$ cat src/rtl/input_buffer_ctrl.sv
// -----------------------------------------------------------------------------
// input_buffer_ctrl
//
// Flow-control front end for an input buffer built around an external
// synchronous RAM with a registered read port. Flits arrive on a valid/ready
// handshake, are written into the RAM, and are read out into a single output
// register slot (the RAM's read-data register) that feeds the downstream
// valid/ready handshake. There is no bypass path, so the minimum in-to-out
// latency is two cycles.
//
// Capacity is DEPTH flits in the RAM plus one flit held on out_data. `occupancy`
// counts only the flits still in the RAM.
//
// Optional feature (macro CREDIT_RETURN_EN):
//   defined   - credit_out pulses for one cycle after every downstream consume
//   undefined - credit_out is tied to 0
//
// Ports
//   clk            : clock, all state changes on the rising edge
//   reset          : synchronous, active-high reset
//   in_valid       : upstream flit present
//   in_ready       : buffer can accept a flit this cycle (not full)
//   in_data        : upstream flit
//   out_valid      : out_data holds a valid flit
//   out_ready      : downstream consumes the flit this cycle
//   out_data       : downstream flit (RAM registered read data)
//   ram_write_en   : RAM write enable
//   ram_read_en    : RAM read enable
//   ram_write_addr : RAM write address
//   ram_read_addr  : RAM read address
//   ram_data_in    : RAM write data
//   ram_data_out   : RAM read data, valid one cycle after ram_read_en
//   occupancy      : flits in the RAM not yet read out (0..DEPTH)
//   credit_out     : one-cycle pulse per flit leaving the block
// -----------------------------------------------------------------------------
module input_buffer_ctrl #(
  parameter int DATA_WIDTH    = 100,
  parameter int ADDRESS_WIDTH = 4
) (
  input  logic                     clk,
  input  logic                     reset,
  input  logic                     in_valid,
  output logic                     in_ready,
  input  logic [DATA_WIDTH-1:0]    in_data,
  output logic                     out_valid,
  input  logic                     out_ready,
  output logic [DATA_WIDTH-1:0]    out_data,
  output logic                     ram_write_en,
  output logic                     ram_read_en,
  output logic [ADDRESS_WIDTH-1:0] ram_write_addr,
  output logic [ADDRESS_WIDTH-1:0] ram_read_addr,
  output logic [DATA_WIDTH-1:0]    ram_data_in,
  input  logic [DATA_WIDTH-1:0]    ram_data_out,
  output logic [ADDRESS_WIDTH:0]   occupancy,
  output logic                     credit_out
);

  // Occupancy value meaning "RAM full": DEPTH = 2**ADDRESS_WIDTH.
  localparam logic [ADDRESS_WIDTH:0] fullCount = {1'b1, {ADDRESS_WIDTH{1'b0}}};

  logic [ADDRESS_WIDTH-1:0] wrPtr;
  logic [ADDRESS_WIDTH-1:0] rdPtr;
  logic [ADDRESS_WIDTH:0]   occCount;
  logic                     outValidQ;
  logic                     writeFire;
  logic                     readFire;

  // in_ready depends only on state, never on in_valid, so upstream may wait
  // for it without creating a combinational loop.
  assign in_ready = (occCount != fullCount);

  // A read is issued whenever the RAM holds a flit and the output slot is
  // empty or being emptied this cycle; this gives 1 flit/cycle streaming.
  // Both enables are masked by reset so nothing reaches the RAM during reset.
  assign writeFire = in_valid & in_ready & ~reset;
  assign readFire  = (occCount != '0) & (~outValidQ | out_ready) & ~reset;

  // Reads need occCount != 0, so rdPtr != wrPtr unless the RAM is full, and a
  // full RAM blocks writes: the two ports never target the same address.
  assign ram_write_en   = writeFire;
  assign ram_read_en    = readFire;
  assign ram_write_addr = wrPtr;
  assign ram_read_addr  = rdPtr;
  assign ram_data_in    = in_data;

  assign out_valid = outValidQ;
  assign out_data  = ram_data_out;
  assign occupancy = occCount;

  // NOTE: sequential state uses non-blocking assignments so every register
  // samples the pre-edge values of the others, independent of statement order.
  always_ff @(posedge clk) begin
    if (reset) begin
      wrPtr     <= '0;
      rdPtr     <= '0;
      occCount  <= '0;
      outValidQ <= 1'b0;
    end else begin
      // Pointers wrap naturally modulo DEPTH through ADDRESS_WIDTH overflow.
      if (writeFire) wrPtr <= wrPtr + ADDRESS_WIDTH'(1);
      if (readFire)  rdPtr <= rdPtr + ADDRESS_WIDTH'(1);

      case ({writeFire, readFire})
        2'b10:   occCount <= occCount + (ADDRESS_WIDTH+1)'(1);
        2'b01:   occCount <= occCount - (ADDRESS_WIDTH+1)'(1);
        default: occCount <= occCount;
      endcase

      // A new read refills the output slot; otherwise a consume empties it.
      if (readFire)
        outValidQ <= 1'b1;
      else if (out_ready)
        outValidQ <= 1'b0;
    end
  end

`ifdef CREDIT_RETURN_EN
  logic creditQ;

  always_ff @(posedge clk) begin
    if (reset) creditQ <= 1'b0;
    else       creditQ <= outValidQ & out_ready;
  end

  assign credit_out = creditQ;
`else
  assign credit_out = 1'b0;
`endif

endmodule

$ cat config.mk
export PLATFORM = sky130hd
export DESIGN_NAME = input_buffer_ctrl
export DESIGN_NICKNAME = d
export VERILOG_FILES = /design/src/rtl/input_buffer_ctrl.sv
export SDC_FILE = /design/constraint.sdc
export NUM_CORES = 1
export LEC_CHECK = 0
export ABC_AREA = 1
export BUFFER_PORTS_ARGS = -buffer_cell sky130_fd_sc_hd__buf_2
export CAP_MARGIN = 5
export CORE_AREA = 2 2 166 168
export DETAILED_ROUTE_END_ITERATION = 16
export DIE_AREA = 0 0 168 170
export SLEW_MARGIN = 20
export SYNTH_ARGS = -nofsm -noshare
export SYNTH_HDL_FRONTEND = slang
export SYNTH_SLANG_ARGS = --single-unit
$ cat constraint.sdc
create_clock -name clk -period 4.3 [get_ports clk]
set_clock_uncertainty 0.2 [all_clocks]
set_input_delay 0.215 -clock clk [delete_from_list [all_inputs] [get_ports clk]]
set_output_delay 0.215 -clock clk [all_outputs]
set_load 0.03 [all_outputs]
## Yosys cells after proc, flatten, opt, wreduce, memory -nomap -nowiden

Index checks and enable logic that the tools add are counted.

| cells by class | value |
|---|---|
| shift-type cells | 0 |
| bitwise gates (word level) | 7 |
| magnitude comparators | 0 |
| mux-type cells | 3 |
| reductions and logical operators | 3 |
| div/mod/pow operators | 0 |
| add/subtract/negate cells | 4 |
| equality and inequality tests | 3 |
| multipliers | 0 |

Operators by type and width:

| operator | number |
|---|---|
| $pmux W5 S2 | 1 |
| $add A4 B1 Y4 const B | 2 |
| $add A5 B1 Y5 const B | 1 |
| $ne A5 B5 Y1 const B | 1 |
| $reduce_bool A5 Y1 | 1 |
| $sub A5 B1 Y5 const B | 1 |
| $and A1 B1 Y1 | 4 |
| $reduce_bool A2 Y1 | 2 |
| $eq A2 B1 Y1 const B | 1 |
| $eq A2 B2 Y1 const B | 1 |
| $mux W1 | 2 |
| $not A1 Y1 | 2 |
| $or A1 B1 Y1 | 1 |

| storage, ports and cells | value |
|---|---|
| register bits after elaboration | 14 |
| bits in read-only memories | 0 |
| memories kept | 0 |
| logic and storage cells | 24 |
| bits in latches | 0 |
| memory bits (writable) | 0 |

## Longest topological paths before layout

Gate-level depths: netlist (run 1).

| logic depth | value |
|---|---|
| word-level depth | 6 |
| depth in mapped cells | 16 |
| mapped depth without buffers | 16 |

## Least setup slack after synthesis (run 1)

OpenSTA, ideal clock, no wires.

| timing path | value |
|---|---|
| path type | reg-to-reg |
| from | register occCount[1], in the netlist occupancy[1] |
| to | register occCount[4], in the netlist occupancy[4] |
| arrival | 2,650 ps |
| path slack | 1,379 ps |
| cell stages (with the launch flop) | 14 |
| buffers on the path | 0 |
| required time | 4,029 ps |
| period minus slack after synthesis | 2,921 ps |
| cells stage by stage | dfxtp_1 > inv_1 > nand4_4 > nand2_4 > nor2_1 > inv_1 > ha_1 > ha_1 > or2_2 > nand2_1 > nand2_1 > nand2_1 > nand2_1 > a21oi_1 |

| on the way | value |
|---|---|
| longest elaborated chain between the ends | 5 |
| elaborated cells between the ends (all ways) | 12 |
| those cells by class | add/sub: 2; eq/ne: 3; mux: 1; bitwise: 4; reduce/logical: 2 |

Ends and longest elaborated chain:

| item | RTL line | source |
|---|---|---|
| from (decl) | 63 | `logic [ADDRESS_WIDTH:0] occCount;` |
| from (signal assigned) | 104 | `2'b10: occCount <= occCount + (ADDRESS_WIDTH+1)'(1);` |
| from (signal assigned) | 105 | `2'b01: occCount <= occCount - (ADDRESS_WIDTH+1)'(1);` |
| from (signal assigned) | 106 | `default: occCount <= occCount;` |
| $ne A5 B5 Y1 (*) | 70 | `assign in_ready = (occCount != fullCount);` |
| net in_ready | 43 | `output logic in_ready,` |
| $and A1 B1 Y1 (*) (2 in series) | 75 | `assign writeFire = in_valid & in_ready & ~reset;` |
| net ram_write_en | 48 | `output logic ram_write_en,` |
| $eq A2 B1 Y1 or $eq A2 B2 Y1 (tied branches) | 103 | `case ({writeFire, readFire})` |
| $pmux W5 S2 or $reduce_bool A2 Y1 (tied branches) | n/a |  |

The timed path passes the listed nets; every way through them passes the cells marked *.
A chain may end at the register's enable or synchronous reset.

## Worst setup path after layout (run 1)

| timing path | value |
|---|---|
| from | register occCount[2], in the netlist occupancy[2] |
| to | register occCount[4], in the netlist occupancy[4] |

| on the way | value |
|---|---|
| longest elaborated chain between the ends | 5 |
| elaborated cells between the ends (all ways) | 12 |
| those cells by class | add/sub: 2; eq/ne: 3; mux: 1; bitwise: 4; reduce/logical: 2 |

Ends and longest elaborated chain:

| item | RTL line |
|---|---|
| $ne A5 B5 Y1 or $reduce_bool A5 Y1 (tied branches) | 70, 76 |
| $and A1 B1 Y1, on equally long branches (2 in series) | 75, 76 |
| $eq A2 B1 Y1 or $eq A2 B2 Y1 (tied branches) | 103 |
| $pmux W5 S2 or $reduce_bool A2 Y1 (tied branches) | n/a |

Several ways; a longest one is shown, not always the timed one.

==> results.sh, run 1 <==
export IMPL_synth_area_leaders="buf_4, dfxtp_1, nand2_1"
export IMPL_setup_tns_ps=0
export IMPL_fin_util_pct=5.42
export IMPL_peakVddDrop_mv=0.120
export IMPL_cts_sinks=14
export IMPL_wl_per_cell_microns=14.5
export IMPL_critPathSlowestCell="dfxtp_1"
export IMPL_row_count=60
export IMPL_vias_per_cell=2.29
export IMPL_reg2reg_from="occupancy[2]"
export IMPL_ys_types=24
export IMPL_ff2ff_setup_slack_ps=1860
export IMPL_setup_ws_ps=1860
export IMPL_cts_root_buf="clkbuf_16"
export IMPL_grt_max_degree=13
export IMPL_vias=1100
export IMPL_ys_warn_count=0
export IMPL_fp_coreArea_sq_um=26700
export IMPL_dr_pass1_iters=4
export IMPL_hold_viol=0
export IMPL_overflow=0
export IMPL_crit_chain="inv_1 -> nand4_4 -> nand2_4 -> nor2_1 -> inv_1 -> ha_1 -> ha_1 -> or2_2 -> nand2_1 -> nand2_1 -> nand2_1 -> nand2_1 -> a21oi_1"
export IMPL_postCtsHoldBufs=0
export IMPL_status="complete, no violations"
export IMPL_rsz0062_at_grt="false"
export IMPL_gp_congestion=0.728
export IMPL_cts_made_buffers=3
export IMPL_drv_slew=0
export IMPL_fmax_ghz=0.410
export IMPL_dp_hpwl_microns=5820
export IMPL_critPathKind="register to register"
export IMPL_post_place_ws_ps=1830
export IMPL_totalWireLength_microns=6980
export IMPL_critPathCaptureType="register"
export IMPL_clock_path_buffers=2
export IMPL_slowest_delay_ps=400
export IMPL_cpMostUsedCell="nand2_1"
export IMPL_period_minus_slack_ps=2440
export IMPL_syn_inst=317
export IMPL_setup_violations=0
export IMPL_rr_endpoint="occupancy[4]"
export IMPL_crit_family="simple AND/OR/NAND/NOR gates"
export IMPL_cp_depth=13
export IMPL_layout_nets=351
export IMPL_hold_path_class="input port to register"
export IMPL_drc_errors=0
export IMPL_required_ps=4270
export IMPL_die_w_microns=168
export IMPL_cap_violations=0
export IMPL_die_h_microns=170
export IMPL_grt_total_usage_pct=4.44
export IMPL_dpl_cell_count=476
export IMPL_yosys_area_top_type="buf_4"
export IMPL_regArea_sq_um=280
export IMPL_ant_nets=0
export IMPL_multiInputGateArea_sq_um=475
export IMPL_cts_setup_buffers=0
export IMPL_syn_area_sq_um=2340
export IMPL_cts_max_level=1
export IMPL_cts_repair_resized=0
export IMPL_start_util_pct=8.78
export IMPL_nFillCells=3114
export IMPL_synth_top_cell_area_share_pct=64.5
export IMPL_start_kind="register"
export IMPL_cts_tree="built"
export IMPL_timing_critical_path_to="occupancy[4]"
export IMPL_crit_fanout=6
export IMPL_final_cells=481
export IMPL_ios=422
export IMPL_r2r_cells=13
export IMPL_crit_buf_inv=2
export IMPL_grt_pass1_wl_microns=8650
export IMPL_path_clk_slew_ps=50
export IMPL_die_area_sq_um=28600
export IMPL_port_buffers=20
export IMPL_area_delta_synth_final_pct=-38.2
export IMPL_power_leakage_uw=0.000565
export IMPL_grt_pass1_vias=1123
export IMPL_clock_latency_ps=240
export IMPL_antenna_found_initial=1
export IMPL_crit_arrival_ps=2410
export IMPL_drtIter0Drc=70
export IMPL_synth_avg_cell_area_sq_um=7.38
export IMPL_timing_final_crit_share_pct=56.7
export IMPL_drive_above_1_share_pct=25.2
export IMPL_synth_nets=528
export IMPL_synth_seq_cells=14
export IMPL_p_per_area_nw_per_um2=564
export IMPL_final_area_sq_um=1450
export IMPL_ys_seq_area_share_pct=12.0
export IMPL_startpoint="occupancy[2]"
export IMPL_place_area_sq_um=1350
## Yosys cell counts
| library cell | instances |
|---|---|
| buf_4 | 201 |
| nand2_1 | 29 |
| inv_1 | 16 |
| dfxtp_1 | 14 |
| nor2_1 | 13 |
| a21oi_1 | 7 |
| nand3_1 | 7 |
| ha_1 | 6 |
| o21ai_0 | 4 |
| inv_2 | 3 |
| nand2_2 | 2 |
| nand4_1 | 2 |
| xnor2_1 | 2 |
| a21oi_2 | 1 |
| and3_1 | 1 |
| clkbuf_1 | 1 |
| conb_1 | 1 |
| fa_1 | 1 |
| nand2_4 | 1 |
| nand4_2 | 1 |
| nand4_4 | 1 |
| nor2_4 | 1 |
| or2_2 | 1 |
| xor2_1 | 1 |
## cell usage in the layout (no fill, tap or decap)
cell type / count
nand2_1: 29
buf_2: 20
inv_1: 16
dfxtp_1: 14
nor2_1: 13
a21oi_1: 7
nand3_1: 7
ha_1: 6
o21ai_0: 4
inv_2: 3
clkbuf_16: 3
nand2_2: 2
xnor2_1: 2
nand4_1: 2
diode_2: 1
nor2_4: 1
nand4_2: 1
nand4_4: 1
nand2_4: 1
and3_1: 1
a21oi_2: 1
or2_2: 1
xor2_1: 1
fa_1: 1
conb_1: 1
clkbuf_8: 1
## metrics by stage
step / hold slack (ps) / total power, uW
2_1_floorplan: 200 / 856
3_3_place_gp: 230 / 638
3_5_place_dp: 230 / 643
4_1_cts: 124 / 843
5_1_grt: 136 / 895
6_report: 127 / 816
## per-layer routing
layer  global-route usage [%]  wire length [microns]  vias up
met4                     6.09                    831        0
li1                         -                      -      410
met5                        0                      0        -
met3                     4.86                   1890       96
met2                     6.05                   2790      196
met1                     2.66                   1460      398
## how the worst min path moves through the flow
stage                     cells after the start           endpoint       startpoint
after floorplan                               3  ram_write_addr[0]            reset
after CTS                                     2  ram_write_addr[2]            reset
after global routing                          2  ram_write_addr[2]            reset
after detailed placement                      0        out_data[0]  ram_data_out[0]
final                                         2  ram_write_addr[2]            reset
after global placement                        0        out_data[0]  ram_data_out[0]
## cell type report
| cell class | count | area share, % |
|---|---|---|
| Multi-Input combinational cell | 82 | 32.9 |
| Tap cell | 341 | 29.5 |
| Sequential cell | 14 | 19.4 |
| Timing Repair Buffer | 20 | 6.93 |
| Clock buffer | 4 | 6.15 |
| Inverter | 19 | 4.94 |
| Antenna cell | 1 | 0.173 |
## cell families after synthesis
family                   after synthesis  synth area share [%]
AO/OA/AOI/OAI                         12                  2.73
XOR/XNOR                               3                  1.12
adder cells (fa/ha/maj)                7                  4.06
buffers and inverters                221                  67.7
flip-flops                            14                  12.0
other                                  1                 0.160
AND/OR/NAND/NOR                       59                  12.2
## power by group
group	switching [uW]	internal, uW	leakage, uW
Sequential	45.5	166	0.000115
Clock	52.2	141	0.0000442
Combinational	283	128	0.000406
Total	381	435	0.000565
## worst reg2reg max path: cells and delay by family (launching register included)
kind,cells,cell delay (ps)
adders and majority gates,2,580
AOI/OAI and AO/OA,1,110
and+or+nand+nor,8,880
buffers and inverters,2,210
DFF,1,400
## state kept, by name, indices dropped and copies added, names as in the netlist
register,count
ram_read_addr,4
ram_write_addr,4
out_valid,1
occupancy,5
Power figures use the tool's default switching activity.
==> inputs of run 2 (changes only) <==
CORE_AREA = 2 2 162 164   (was 2 2 166 168)
DIE_AREA = 0 0 164 166   (was 0 0 168 170)
clock period = 2.4 ns   (was 4.3 ns; I/O delays follow)
==> results.sh, run 2 (synthesis gave the netlist of run 1 again) <==
export IMPL_postCtsHoldBufs=0
export IMPL_cts_tree="built"
export IMPL_crit_family="simple AND/OR/NAND/NOR gates"
export IMPL_grt_total_usage_pct=5.09
export IMPL_setup_tns_ps=0
export IMPL_start_kind="register"
export IMPL_critPathCaptureType="register"
export IMPL_required_ps=2370
export IMPL_wl_per_cell_microns=14.9
export IMPL_row_count=59
export IMPL_cts_root_buf="clkbuf_16"
export IMPL_antenna_found_initial=0
export IMPL_cts_made_buffers=3
export IMPL_die_h_microns=166
export IMPL_fp_coreArea_sq_um=25600
export IMPL_vias_per_cell=2.31
export IMPL_clock_path_buffers=2
export IMPL_largest_register_ffs=5
export IMPL_ant_nets=0
export IMPL_slowest_delay_ps=360
export IMPL_layout_nets=357
export IMPL_fmax_ghz=0.454
export IMPL_crit_arrival_ps=2170
export IMPL_grt_pass1_vias=1194
export IMPL_critPathKind="register to register"
export IMPL_area_delta_synth_final_pct=-34.6
export IMPL_mostFrequentLayoutCells="nand2_1, buf_2, inv_1"
export IMPL_cts_sinks=14
export IMPL_totalWireLength_microns=7140
export IMPL_setup_ws_ps=199
export IMPL_port_buffers=20
export IMPL_die_w_microns=164
export IMPL_critPathSlowestCell="dfxtp_4"
export IMPL_die_area_sq_um=27200
export IMPL_holdWs_ps=-11.8
export IMPL_grt_max_degree=12
export IMPL_gp_congestion=0.742
export IMPL_clock_latency_ps=240
export IMPL_drc_errors=0
export IMPL_violations="negative hold slack"
export IMPL_drtIter0Drc=37
export IMPL_dr_pass1_iters=4
export IMPL_fin_util_pct=5.97
export IMPL_period_minus_slack_ps=2200
export IMPL_grt_pass1_wl_microns=9160
export IMPL_power_leakage_uw=0.000597
export IMPL_timing_final_crit_share_pct=91.7
export IMPL_layout_commonest_cell="nand2_1"
export IMPL_crit_buf_inv=1
export IMPL_vias=1108
export IMPL_overflow=0
export IMPL_dp_hpwl_microns=6040
export IMPL_cts_max_level=1
export IMPL_start_util_pct=9.13
export IMPL_nFillCells=2985
export IMPL_cpMostUsedCell="nand2_1"
export IMPL_hold_viol=1
export IMPL_ios=422
export IMPL_drv_slew=0
export IMPL_rsz0062_at_grt="false"
export IMPL_setup_violations=0
export IMPL_diodes=0
export IMPL_peakVddDrop_mv=0.231
export IMPL_crit_fanout=6
export IMPL_crit_chain="nor2_4 -> nand4_4 -> nand2_2 -> inv_2 -> ha_4 -> ha_1 -> or2_2 -> nand2_1 -> nand2_1 -> nand2_1 -> nand2_1 -> a21oi_1"
export IMPL_p_per_area_nw_per_um2=1020
export IMPL_status="finished with violations"
export IMPL_post_place_ws_ps=113
export IMPL_drive_above_1_share_pct=36.6
export IMPL_hold_path_class="input port to register"
export IMPL_path_clk_slew_ps=50
export IMPL_cap_violations=0
==> run 2: cell count changes in the layout (fill, tap and decap cells not counted), moves of 2 or more <==
cell | before | now
dfxtp_1 | 14 | 9
inv_1 | 16 | 13
nor2_1 | 13 | 11
inv_2 | 3 | 6
dfxtp_4 | 0 | 4
buf_4 | 0 | 6
==> run 2: cell type report <==
| type | instances | area [sq um] | share of cell area (%) |
|---|---|---|---|
| clock buffer | 4 | 88.8 | 5.81 |
| tap | 335 | 419 | 27.4 |
| inverter | 19 | 71.3 | 4.66 |
| multi-input combinational | 82 | 509 | 33.3 |
| sequential | 14 | 297 | 19.4 |
| timing repair buffer | 26 | 145 | 9.48 |
==> run 2: path summary, 6_finish.rpt <==
| kind | slack [ps] | end | startpoint | cells after the start |
|---|---|---|---|---|
| hold / removal | -10 | out_valid | out_ready | 4 |
| setup / recovery | 200 | occupancy[4] | occupancy[0] | 12 |
| setup reg to reg | 200 | occupancy[4] | occupancy[0] | 12 |
| hold reg to reg | 280 | occupancy[0] | occupancy[0] | 1 |
==> run 2: metrics by stage <==
step	hold WS [ps]	total power [uW]	instances	instance area, sq um
after global placement	40.2	1170	471	1380
after detailed placement	40.2	1170	471	1380
final	-11.8	1570	480	1530
after global routing	11.2	1720	480	1530
after CTS	4.11	1530	475	1470
after floorplan	105	1560	317	2370
==> run 2: repair_timing <==
action / CTS / global route
hold endpoints to repair: 0 / 0
setup endpoints to repair: 0 / 2
gates resized for setup: 0 / 5
buffers inserted: 0 / 5
==> run 2: power breakdown <==
group	leakage, uW	internal (uW)	switching (uW)
clock	0.0000442	253	99.1
combinational	0.000434	294	528
sequential	0.000118	315	79.5
total	0.000597	861	707
==> run 2: tightest hold or removal path, delay by kind of cell <==
| family | cells | cell delay [ps] |
|---|---|---|
| simple gates | 3 | 180 |
| buf+inv | 1 | 80 |
==> run 2: routing by layer <==
| metal | global-route usage, % | up-vias | part of all wire [%] |
|---|---|---|---|
| met4 | 7.82 | 0 | 16 |
| met3 | 5.12 | 107 | 22 |
| li1 | - | 423 | - |
| met1 | 3.28 | 419 | 23 |
| met5 | 0 | - | 0 |
| met2 | 6.47 | 159 | 39 |
